<file path="src/rtl/mem_arb.sv">
// mem_arb: three-port round-robin arbiter in front of a single-port RAM.
//
// Port 0 is instruction fetch, port 1 is data load/store, port 2 is the
// debug/program loader. One request is latched at a time. The RAM strobes are
// held for RAM_LAT cycles. The winning port then gets a one-cycle done pulse,
// and on reads the data is returned on the shared rdata bus.
//
// Ports:
//   clk, rst_n                 clock, asynchronous active-low reset
//   reqN, weN, addrN, wdataN   per-port request (level), write enable, address, write data
//   gntN                       one-cycle pulse in the first access cycle (request latched)
//   doneN                      one-cycle pulse when the access completes
//   rdata                      read data, valid with the owning doneN on reads
//   busy                       high while an access is in flight (ACC and DONE)
//   ram_cs, ram_we, ram_oe     registered RAM strobes
//   ram_addr, ram_wdata        latched address / write data towards the RAM
//   ram_rdata                  RAM read data
module mem_arb #(
    parameter int AW      = 32,
    parameter int DW      = 32,
    parameter int RAM_LAT = 1
) (
    input  logic          clk,
    input  logic          rst_n,

    input  logic          req0,
    input  logic          we0,
    input  logic [AW-1:0] addr0,
    input  logic [DW-1:0] wdata0,

    input  logic          req1,
    input  logic          we1,
    input  logic [AW-1:0] addr1,
    input  logic [DW-1:0] wdata1,

    input  logic          req2,
    input  logic          we2,
    input  logic [AW-1:0] addr2,
    input  logic [DW-1:0] wdata2,

    output logic          gnt0,
    output logic          gnt1,
    output logic          gnt2,
    output logic          done0,
    output logic          done1,
    output logic          done2,
    output logic [DW-1:0] rdata,
    output logic          busy,

    output logic          ram_cs,
    output logic          ram_we,
    output logic          ram_oe,
    output logic [AW-1:0] ram_addr,
    output logic [DW-1:0] ram_wdata,
    input  logic [DW-1:0] ram_rdata
);

    if (RAM_LAT < 1 || RAM_LAT > 4) begin : g_bad_ram_lat
        $error("mem_arb: RAM_LAT must be in the range 1..4");
    end

    localparam logic [1:0] LatM1 = 2'(RAM_LAT - 1);

    typedef enum logic [1:0] {
        StIdle,
        StAcc,
        StDone
    } state_e;

    state_e        state_q, state_d;
    logic [1:0]    ptr_q, ptr_d;
    logic [1:0]    cnt_q, cnt_d;
    logic [1:0]    port_q, port_d;
    logic          we_q, we_d;
    logic [AW-1:0] addr_q, addr_d;
    logic [DW-1:0] wdata_q, wdata_d;
    logic [DW-1:0] rdata_q, rdata_d;
    logic [2:0]    gnt_q, gnt_d;
    logic [2:0]    done_q, done_d;
    logic          cs_q, cs_d;
    logic          rwe_q, rwe_d;
    logic          oe_q, oe_d;
    logic          busy_q, busy_d;

    logic [2:0]    req_vec;
    logic [1:0]    win;
    logic          win_valid;
    logic          sel_we;
    logic [AW-1:0] sel_addr;
    logic [DW-1:0] sel_wdata;

    assign req_vec = {req2, req1, req0};

    // Round-robin pick: search order is ptr+1, ptr+2, ptr (mod 3).
    always_comb begin
        win       = 2'd0;
        win_valid = |req_vec;
        case (ptr_q)
            2'd0:    win = req_vec[1] ? 2'd1 : (req_vec[2] ? 2'd2 : 2'd0);
            2'd1:    win = req_vec[2] ? 2'd2 : (req_vec[0] ? 2'd0 : 2'd1);
            default: win = req_vec[0] ? 2'd0 : (req_vec[1] ? 2'd1 : 2'd2);
        endcase
    end

    always_comb begin
        sel_we    = we0;
        sel_addr  = addr0;
        sel_wdata = wdata0;
        case (win)
            2'd1: begin
                sel_we    = we1;
                sel_addr  = addr1;
                sel_wdata = wdata1;
            end
            2'd2: begin
                sel_we    = we2;
                sel_addr  = addr2;
                sel_wdata = wdata2;
            end
            default: begin
                sel_we    = we0;
                sel_addr  = addr0;
                sel_wdata = wdata0;
            end
        endcase
    end

    // Next-state logic. All outputs are computed one cycle ahead so that they
    // come straight from flops and cannot glitch between ACC cycles.
    always_comb begin
        state_d = state_q;
        ptr_d   = ptr_q;
        cnt_d   = cnt_q;
        port_d  = port_q;
        we_d    = we_q;
        addr_d  = addr_q;
        wdata_d = wdata_q;
        rdata_d = rdata_q;
        gnt_d   = 3'b000;
        done_d  = 3'b000;
        cs_d    = cs_q;
        rwe_d   = rwe_q;
        oe_d    = oe_q;
        busy_d  = busy_q;

        case (state_q)
            StIdle: begin
                if (win_valid) begin
                    state_d = StAcc;
                    ptr_d   = win;
                    port_d  = win;
                    we_d    = sel_we;
                    addr_d  = sel_addr;
                    wdata_d = sel_wdata;
                    cnt_d   = LatM1;
                    gnt_d   = 3'b001 << win;
                    cs_d    = 1'b1;
                    rwe_d   = sel_we;
                    oe_d    = ~sel_we;
                    busy_d  = 1'b1;
                end
            end

            StAcc: begin
                if (cnt_q == 2'd0) begin
                    // ram_rdata is valid in the last ACC cycle only.
                    if (!we_q) begin
                        rdata_d = ram_rdata;
                    end
                    state_d = StDone;
                    cs_d    = 1'b0;
                    rwe_d   = 1'b0;
                    oe_d    = 1'b0;
                    done_d  = 3'b001 << port_q;
                end else begin
                    cnt_d = cnt_q - 2'd1;
                end
            end

            StDone: begin
                state_d = StIdle;
                busy_d  = 1'b0;
            end

            default: begin
                state_d = StIdle;
                cs_d    = 1'b0;
                rwe_d   = 1'b0;
                oe_d    = 1'b0;
                busy_d  = 1'b0;
            end
        endcase
    end

    // ptr resets to 2 so that port 0 wins the first arbitration.
    always_ff @(posedge clk or negedge rst_n) begin
        if (!rst_n) begin
            state_q <= StIdle;
            ptr_q   <= 2'd2;
            cnt_q   <= 2'd0;
            port_q  <= 2'd0;
            we_q    <= 1'b0;
            addr_q  <= '0;
            wdata_q <= '0;
            rdata_q <= '0;
            gnt_q   <= 3'b000;
            done_q  <= 3'b000;
            cs_q    <= 1'b0;
            rwe_q   <= 1'b0;
            oe_q    <= 1'b0;
            busy_q  <= 1'b0;
        end else begin
            state_q <= state_d;
            ptr_q   <= ptr_d;
            cnt_q   <= cnt_d;
            port_q  <= port_d;
            we_q    <= we_d;
            addr_q  <= addr_d;
            wdata_q <= wdata_d;
            rdata_q <= rdata_d;
            gnt_q   <= gnt_d;
            done_q  <= done_d;
            cs_q    <= cs_d;
            rwe_q   <= rwe_d;
            oe_q    <= oe_d;
            busy_q  <= busy_d;
        end
    end

    assign gnt0      = gnt_q[0];
    assign gnt1      = gnt_q[1];
    assign gnt2      = gnt_q[2];
    assign done0     = done_q[0];
    assign done1     = done_q[1];
    assign done2     = done_q[2];
    assign rdata     = rdata_q;
    assign busy      = busy_q;
    assign ram_cs    = cs_q;
    assign ram_we    = rwe_q;
    assign ram_oe    = oe_q;
    assign ram_addr  = addr_q;
    assign ram_wdata = wdata_q;

endmodule

</file>
<file path="config.mk">
export PLATFORM = sky130hd
export DESIGN_NAME = mem_arb
export DESIGN_NICKNAME = d
export VERILOG_FILES = /design/src/rtl/mem_arb.sv
export SDC_FILE = /design/constraint.sdc
export NUM_CORES = 1
export LEC_CHECK = 0
export ABC_AREA = 0
export BUFFER_PORTS_ARGS = -buffer_cell sky130_fd_sc_hd__buf_2
export CAP_MARGIN = 5
export CORE_AREA = 2 2 132 134
export CTS_CLUSTER_DIAMETER = 30
export DETAILED_ROUTE_END_ITERATION = 10
export DIE_AREA = 0 0 134 136
export GPL_ROUTABILITY_DRIVEN = 0
export GPL_TIMING_DRIVEN = 0
export PLACE_DENSITY = 0.73
export SYNTH_ARGS = -nofsm -noshare
export SYNTH_HDL_FRONTEND = slang
export SYNTH_SLANG_ARGS = --single-unit
</file>
<file path="constraint.sdc">
create_clock -name clk -period 1.95 [get_ports clk]
set_input_delay 0.2925 -clock clk [delete_from_list [all_inputs] [get_ports clk]]
set_output_delay 0.2925 -clock clk [all_outputs]
set_load 0.005 [all_outputs]
</file>
-- Yosys cells after proc, flatten, opt, wreduce, memory -nomap -nowiden
Index checks and enable logic that the tools add are counted.
- add/sub/neg operators: 1
- $mul: 0
- div/mod/pow operators: 0
- magnitude comparators: 0
- eq/ne operators: 8
- shift-type cells: 2
- mux-type cells: 28
- bitwise operators: 4
- reduce and logical (&&, ||, !) cells: 11
- operators with widths (operator ; count):
    $pmux W32 S2 ; 2
    $mux W2 ; 9
    $mux W3 ; 4
    $pmux W2 S2 ; 3
    $pmux W1 S3 ; 3
    $reduce_and A3 Y1 ; 3
    $eq A2 B1 Y1 const B ; 3
    $logic_not A2 Y1 ; 3
    $ne A2 B2 Y1 const B ; 3
    $reduce_and A2 Y1 ; 3
    $shl A1 B2 Y3 const A ; 2
    $mux W1 ; 5
    $eq A2 B2 Y1 const B ; 2
    $not A1 Y1 ; 4
    $pmux W1 S2 ; 2
    $reduce_or A3 Y1 ; 1
    $reduce_bool A2 Y1 ; 1
    $sub A2 B1 Y2 const B ; 1
- bits in registers: 115
- latch bits: 0
- RAM bits: 0
- memory bits (read-only): 0
- output and inout bits: 106
- memories: 0

-- Longest topological paths before layout
Gate-level depths: netlist (run 1).
- depth after elaboration: 8
- mapped depth: 12
- mapped depth without buffers: 9

-- Least setup slack after synthesis (run 1)
No wires, ideal clock.
- path kind: input port to flip-flop
- start: input req1
- end: register rwe_q, in the netlist ram_we
- arrival: 2025 ps
- required time: 1872 ps
- path slack: -153 ps
- cell stages on the path: 12
- buffers on the path: 3
- cell sequence: clkbuf_1 > nor2b_1 > a21oi_1 > nor2_1 > a21oi_1 > ha_1 > buf_2 > buf_2 > nor2_1 > a21oi_1 > nand2_1 > a21boi_1
- word-level cells in the longest chain between the ends: 7
- elaborated cells between the ends (all ways): 12
- classes of those cells: 3 x eq/ne; 7 x mux; 2 x reduce/logical
- ends and longest elaborated chain (what ; line ; text):
    start, declared ; 31 ; input logic req1,
    $mux W2 (2 in series) ; 101 ; default: win = req_vec[0] ? 2'd0 : (req_vec[1] ? 2'd1 : 2'd2);
    $pmux W2 S2 ; 98 ; case (ptr_q)
    $eq A2 B2 Y1 / $eq A2 B1 Y1 (equally long branches) ; 109 ; case (win)
    $pmux W1 S2 ; 109 ;
    $mux W1 ; 148 ; if (win_valid) begin
    $pmux W1 S3 ; 146 ; case (state_q)
    end signal, assigned ; 224 ; rwe_q <= rwe_d;
    end, declared ; 81 ; logic rwe_q, rwe_d;
Parallel ways exist; a longest one is shown, timed or not. The select of a mux whose other input is x is not followed.
A chain may end at the register's enable or synchronous reset.

-- Worst setup path in the final report (run 1)
- start: register ptr_q[1]
- end: register rwe_q, in the netlist ram_we
- word-level cells in the longest chain between the ends: 6
- elaborated cells between the ends (all ways): 8
- classes of those cells: 3 x eq/ne; 4 x mux; 1 x reduce/logical
- ends and longest elaborated chain (what ; line ; text):
    start, declared ; 71 ; logic [1:0] ptr_q, ptr_d;
    start signal, assigned ; 214 ; ptr_q <= ptr_d;
    $eq A2 B1 Y1 / $logic_not A2 Y1 (equally long branches) ; 98 ;
    $pmux W2 S2 * ; 98 ;
    $eq A2 B2 Y1 / $eq A2 B1 Y1 (equally long branches) ; 109 ;
    $pmux W1 S2 * ; 109 ;
    $mux W1 * ; 148 ;
    $pmux W1 S3 * ; 146 ;
Every way passes the cells marked *; elsewhere a longest branch is shown, timed or not. The select of a mux whose other input is x is not followed.

==> run summary, run 1 <==
Commonest cells after routing, fill and taps aside -> 340 x buf_2, 123 x nand2_1, 113 x dfrtp_1
Setup crit end -> ram_we
Maximum vdd drop -> 0.946 mV
Main combinational cell family by area after synthesis -> compound AO/OA/AOI/OAI gates
Synth Area in Compound Gates -> 0.234
Dpl cells -> 1129
Most common cell after layout, fill and taps aside -> buf_2
Leak -> 4.35 nW
# DRC -> 0
Final WL -> 20.0 mm
Worst EP arrival -> 2.37 ns
Clk Latency, worst-skew pair -> 0.40 ns
Violated checks -> negative setup slack
TritonCTS Buffers -> 17
CP Class -> reg2reg
Port bufs -> 336
Final setup violation count -> 43
Drt initial violations -> 223
Largest net degree at the start of global routing -> 68
TritonCTS clock tree -> done
Die width -> 134 um
Sequential area share after synthesis -> 0.527
Synth cell types -> 31
Clock sink count -> 114
Register bit total from synthesis -> 114
F_max -> 491 MHz
Slew HR -> 0.570
Post-Route Setup TNS -> -1.58 ns
Max Buffers Root-to-Sink -> 2
Top cells by area, synth -> dfrtp_1 52%, o21ai_0 12%, nand2_1 9.3%
Crit path capture type -> flip-flop
Clk root buf -> clkbuf_16
Final setup margin -> -0.0865 ns
Layout Cells excl Fill -> 1178
Area leader, netlist -> dfrtp_1
First-pass DRT Iterations -> 4
Vert. Die Dim -> 136 um
Ant. Diodes -> 0
Synth async-reset ratio -> 1.00
Clock H-tree levels -> 4
Slew Viols, Final -> 0
Number of synthesized flops with an enable pin -> 0
Post-synth top flop -> dfrtp_1
Avg Synthesized Cell Area -> 9.56 um^2
WL/cell -> 17.0 um
Synth Area in Simple Gates -> 0.113
Yosys top cell area share -> 0.522
Final period util -> 1.04
Final nets -> 1176
R2R cell count -> 9
Hold Crit Start -> ram_rdata[24]
CP startpoint -> ptr_q[1]
Mapped Nets -> 803
Rows -> 48
Post-synthesis xor/xnor area fraction -> 0
Mux cell area share after synthesis -> 0.0665
Power Total -> 16.4 mW
Worst r2r src -> ptr_q[1]
Outcome -> finished, violations left
Mapped Cells -> 567
DRT antenna net count -> 0
Global-route wire length before repair -> 29.9 mm
Post-Route Skew -> 0.00934 ns
Reg2reg setup slack -> -0.09 ns
Worst EP required -> 2.28 ns
Antenna violations before repair -> 1
Synth warnings -> 0
Worst-path fanout max -> 6
Share of cells above drive strength 1 -> 0.555
Final hold vios -> 0
Die area -> 18200 um^2
Adder-cell share of the synthesized area -> 0.00924
MaxCap Viol Count -> 0
Avg Vias per Cell -> 4.88
Core Area -> 16900 um^2
Hold crit path type -> in2reg
PD cells -> 1850 nW/um^2
GRT Total Usage -> 0.215
Vias in the first global route -> 5648
Mapped Area -> 5420 um^2
Worst-Margin Slew -> 0.646 ns
R2r endpoint -> ram_we
Boundary Pins -> 338
Layout area overhead -> 63.6%
GRT overflow -> 0
Initial Util -> 0.321
Min cycle time layout -> 2.04 ns
Nature of the critical path startpoint -> flip-flop
Vias after detailed routing -> 5752
DP Wirelength -> 14.7 mm
RSZ-0062 raised after global routing -> yes
Clk pin slew, worst setup/hold paths -> 0.06 ns
-- how the worst min path moves through the flow --
stage / to / slack [ns] / cells after the start
floorplan: busy / -0.003 / 0
global placement: ram_addr[22] / 0.46 / 2
detailed placement: rdata[20] / 0.36 / 1
CTS: rdata[25] / 0.11 / 2
global route: rdata[25] / 0.1 / 2
finish: rdata[24] / 0.12 / 2
-- cell families (layout without fill, tap and decap cells) --
logic type | count (synthesis) | in the layout
compound gates | 212 | 212
fa+ha+maj | 4 | 4
buf+inv | 52 | 438
flops | 114 | 114
mux | 32 | 32
simple gates | 153 | 153
-- final cells by class --
cell class                 instances  area, um^2
fill                            1551        8010
buffer                            46         514
inverter                           6        22.5
clock buffer                      18         439
sequential                       114        2850
timing repair buffer             354        1940
multi-input combinational        401        2620
clock inverter                    14         203
tap                              225         282
-- worst max-delay path, stage by stage (launching register included) --
cell and delay, ns:
dfstp_2 0.58, nand2b_1 0.09, o32a_2 0.27, ha_4 0.35
buf_12 0.14, buf_12 0.13, nor2_4 0.04, a21oi_4 0.15
nand2_2 0.08, a21boi_2 0.12
-- flip-flops by register name, indices dropped and copies added (netlist names) --
signal     cells
ram_addr      32
ram_wdata     32
rdata         32
done_q         3
gnt_q          3
cnt_q          2
ptr_q          2
state_q        2
busy           1
port_q         1
ram_cs         1
ram_oe         1
ram_we         1
we_q           1
-- where the power goes --
group	internal [mW]	leakage, nW	switching (mW)	total (mW)
sequential	3.55	1.39	0.588	4.14
combinational	4.31	2.65	4.62	8.93
clock	2.19	0.311	1.14	3.33
-- what timing repair did --
action	4_1_cts	5_1_grt
endpoints found under the hold margin	46	0
buffers inserted	8	2
gates resized for setup	212	43
setup endpoints to repair	69	97
pin swaps	19	5
cloned	5	2
hold buffers	1	0
-- per-stage QoR --
| step | area, um^2 | hold slack, ns | util | setup slack, ns |
|---|---|---|---|---|
| floorplan | 5430 | -0.00309 | - | -0.0540 |
| global placement | 7390 | 0.456 | 0.438 | -0.780 |
| detailed placement | 7420 | 0.357 | 0.440 | -0.821 |
| CTS | 8760 | 0.106 | 0.519 | -0.0994 |
| global route | 8870 | 0.0974 | 0.525 | -0.202 |
| finish | 8870 | 0.124 | 0.525 | -0.0865 |
-- synthesized netlist by cell type (4+ instances only) --
library cell    n
nand2_1       134
o21ai_0       130
dfrtp_1       113
a22oi_1        65
mux2_2         32
clkbuf_1       21
buf_2          15
buf_6           8
inv_1           6
o21ai_1         5
ha_1            4
nor2_1          4
-- per-layer routing --
| layer | wire, um | share of wire | global-route usage | vias up |
|---|---|---|---|---|
| met4 | 195 | 0.0097 | 0.0455 | 2 |
| li1 | - | - | - | 2764 |
| met1 | 8020 | 0.40 | 0.253 | 2711 |
| met5 | 13 | 0.00065 | 0 | - |
| met3 | 1380 | 0.069 | 0.0563 | 21 |
| met2 | 10400 | 0.52 | 0.393 | 254 |
(Power assumes the default switching activity.)
==> inputs of run 2 (changes only) <==
CELL_PAD_IN_SITES_DETAIL_PLACEMENT = 0   (was default)
CELL_PAD_IN_SITES_GLOBAL_PLACEMENT = 1   (was default)
CORE_AREA = default   (was 2 2 132 134)
CORE_MARGIN = 1.5   (was default)
CORE_UTILIZATION = 30   (was default)
DIE_AREA = default   (was 0 0 134 136)
PLACE_DENSITY = 0.87   (was 0.73)
clock period = 2 ns   (was 1.95 ns; I/O delays follow)
==> run 2 against run 1 <==
- the flow still finishes with violations (negative setup slack)
- cell count is 0.42% higher
- via count decreased by 0.33%
- hold slack worse by 0.00094 ns
- fmax fell by 2.1%
- setup slack gained 0.0067 ns
- combinational power shrank 3.5%
- count of clock-buffer cells in the layout unchanged
- register-to-register slack about the same
- sequential share of layout area rose by 0.47 points
- first-iteration DRC count grew 2.7%
- global-route usage barely moved
- critical endpoint is now ptr_q[0]
==> run summary, run 2 (same netlist as run 1, synthesis figures left out) <==
Core Area -> 17500 um^2 (+3.6%)
Leak -> 4.32 nW (-0.71%)
Hold crit path type -> in2reg
Most Frequent Cell on Critical Path -> buf_4
Dpl cells -> 1129 (unchanged)
# fillers -> 1657 (+6.8%)
F_max -> 481 MHz (-2.1%)
Violated checks -> negative setup slack
Final nets -> 1182 (+0.51%)
Commonest cells after routing, fill and taps aside -> 339 x buf_2, 134 x nand2_1, 112 x dfrtp_1
Final WL -> 20.4 mm (+1.6%)
Final period util -> 1.04 (-0.00447)
Worst-path fanout max -> 6 (unchanged)
CP Class -> reg2reg
Initial Util -> 0.310 (-0.0110)
Final setup violation count -> 45 (+4.7%)
WL/cell -> 17.2 um (+1.2%)
Slew HR -> 0.609 (+0.0393)
Crit path capture type -> flip-flop
RSZ-0062 raised after global routing -> yes
Worst EP required -> 2.34 ns (+0.06 ns)
Clk Latency, worst-skew pair -> 0.41 ns (about the same)
Post-Route Skew -> 0.00549 ns (-0.00385 ns)
TritonCTS Buffers -> 17 (unchanged)
Antenna violations before repair -> 0 (-1)
GRT Total Usage -> 0.215 (about the same)
Port bufs -> 336 (unchanged)
Global-route wire length before repair -> 30.2 mm (+1.1%)
Rows -> 48 (unchanged)
Vias in the first global route -> 5572 (-1.3%)
Die area -> 18900 um^2 (+3.6%)
DP Wirelength -> 15.2 mm (+3.0%)
First-pass DRT Iterations -> 4 (unchanged)
PD cells -> 1780 nW/um^2 (-3.7%)
Ant. Diodes -> 0 (unchanged)
Share of cells above drive strength 1 -> 0.546 (-0.00916)
Layout area overhead -> 61.4%
Delay-heaviest family, CP -> buffers and inverters
Clock H-tree levels -> 4 (unchanged)
Worst-Margin Slew -> 0.587 ns (-0.0589 ns)
Post-layout util -> 0.500 (-0.0251)
Slowest stage delay, CP -> 0.60 ns (+0.02 ns)
Final hold vios -> 0 (unchanged)
Final setup margin -> -0.0798 ns (+0.00673 ns)
Slew Viols, Final -> 0 (unchanged)
GRT overflow -> 0 (unchanged)
Min cycle time layout -> 2.08 ns (+0.0433 ns)
Cells along the critical path -> nand2b_4 -> buf_4 -> buf_4 -> buf_4 -> buf_4 -> buf_4 -> buf_4 -> buf_4 -> buf_4 -> buf_4 -> o21ai_1 -> a32o_1
CP bufs+invs -> 9 (+7)
Vert. Die Dim -> 137 um (+1.0%)
Drt initial violations -> 229 (+2.7%)
Clk root buf -> clkbuf_16
# DRC -> 0 (unchanged)
Post-route cell area -> 8740 um^2 (-1.4%)
Worst EP arrival -> 2.42 ns (+0.05 ns)
Clock sink count -> 114 (unchanged)
Layout Cells excl Fill -> 1183 (+0.42%)
Max Buffers Root-to-Sink -> 2 (unchanged)
CP max-delay cell -> dfstp_2
Outcome -> finished, violations left
Most common cell after layout, fill and taps aside -> buf_2
Placement Cell Area -> 7420 um^2 (about the same)
Nature of the critical path startpoint -> flip-flop
Clk pin slew, worst setup/hold paths -> 0.05 ns (about the same)
Die width -> 137 um (+2.5%)
TritonCTS clock tree -> done
Hold_ws -> 0.123 ns (-0.000938 ns)
DRT antenna net count -> 0 (unchanged)
Vias after detailed routing -> 5733 (-0.33%)
Avg Vias per Cell -> 4.85 (-0.75%)
Boundary Pins -> 338 (unchanged)
Largest net degree at the start of global routing -> 73 (+7.4%)
Maximum vdd drop -> 0.798 mV (-16%)
MaxCap Viol Count -> 0 (unchanged)
==> run 2: worst paths after layout <==
path	endpoint	depth (start not counted)	slack (ns)	from
setup / recovery	ptr_q[0]	12	-0.08	ptr_q[1]
setup reg to reg	ptr_q[0]	12	-0.08	ptr_q[1]
hold / removal	rdata[20]	2	0.12	ram_rdata[20]
max in group asynchronous	ram_addr[27]	3	0.91	rst_n
hold reg to reg	ram_addr[0]	2	0.47	ram_addr[0]
min in group asynchronous	rdata[15]	2	0.38	rst_n
==> run 2: repair_timing <==
action,4_1_cts,5_1_grt
endpoints found under the hold margin,42,0
buffers inserted,19,0
hold buffers,1,0
resized for setup,176,33
cloned,3,0
pin swaps,12,3
setup endpoints to repair,69,68
==> run 2: report_power, final <==
group / switching [mW] / total (mW) / internal, mW
clock network: 1.09 / 2.91 / 1.82
logic: 4.52 / 8.62 / 4.11
registers: 0.570 / 4.04 / 3.47
==> run 2: area by class of cell <==
cell class / instances / area, um^2 / share of cell area
multi-input combinational: 401 / 2570 / 0.294
sequential: 114 / 2860 / 0.327
buffer: 46 / 489 / 0.0560
inverter: 6 / 22.5 / 0.00258
tap: 225 / 282 / 0.0322
clock inverter: 13 / 136 / 0.0156
clock buffer: 18 / 429 / 0.0491
timing repair buffer: 360 / 1960 / 0.224
==> run 2: per-layer routing <==
layer  global-route usage  wire, um
met5                    0         0
met4               0.0830       403
met3               0.0519      1470
met2                0.370     10200
met1                0.258      8290
==> run 2: per-stage QoR <==
| step | total power, mW | setup TNS, ns | worst slack [ns] |
|---|---|---|---|
| finish | 15.6 | -0.780 | -0.0798 |
| global route | 16.8 | -6.64 | -0.136 |
| CTS | 15.5 | -0.619 | -0.0456 |
| detailed placement | 10.7 | -30.56 | -0.718 |
| global placement | 10.6 | -112.21 | -0.747 |
| floorplan | 7.83 | -0.236 | -0.0115 |
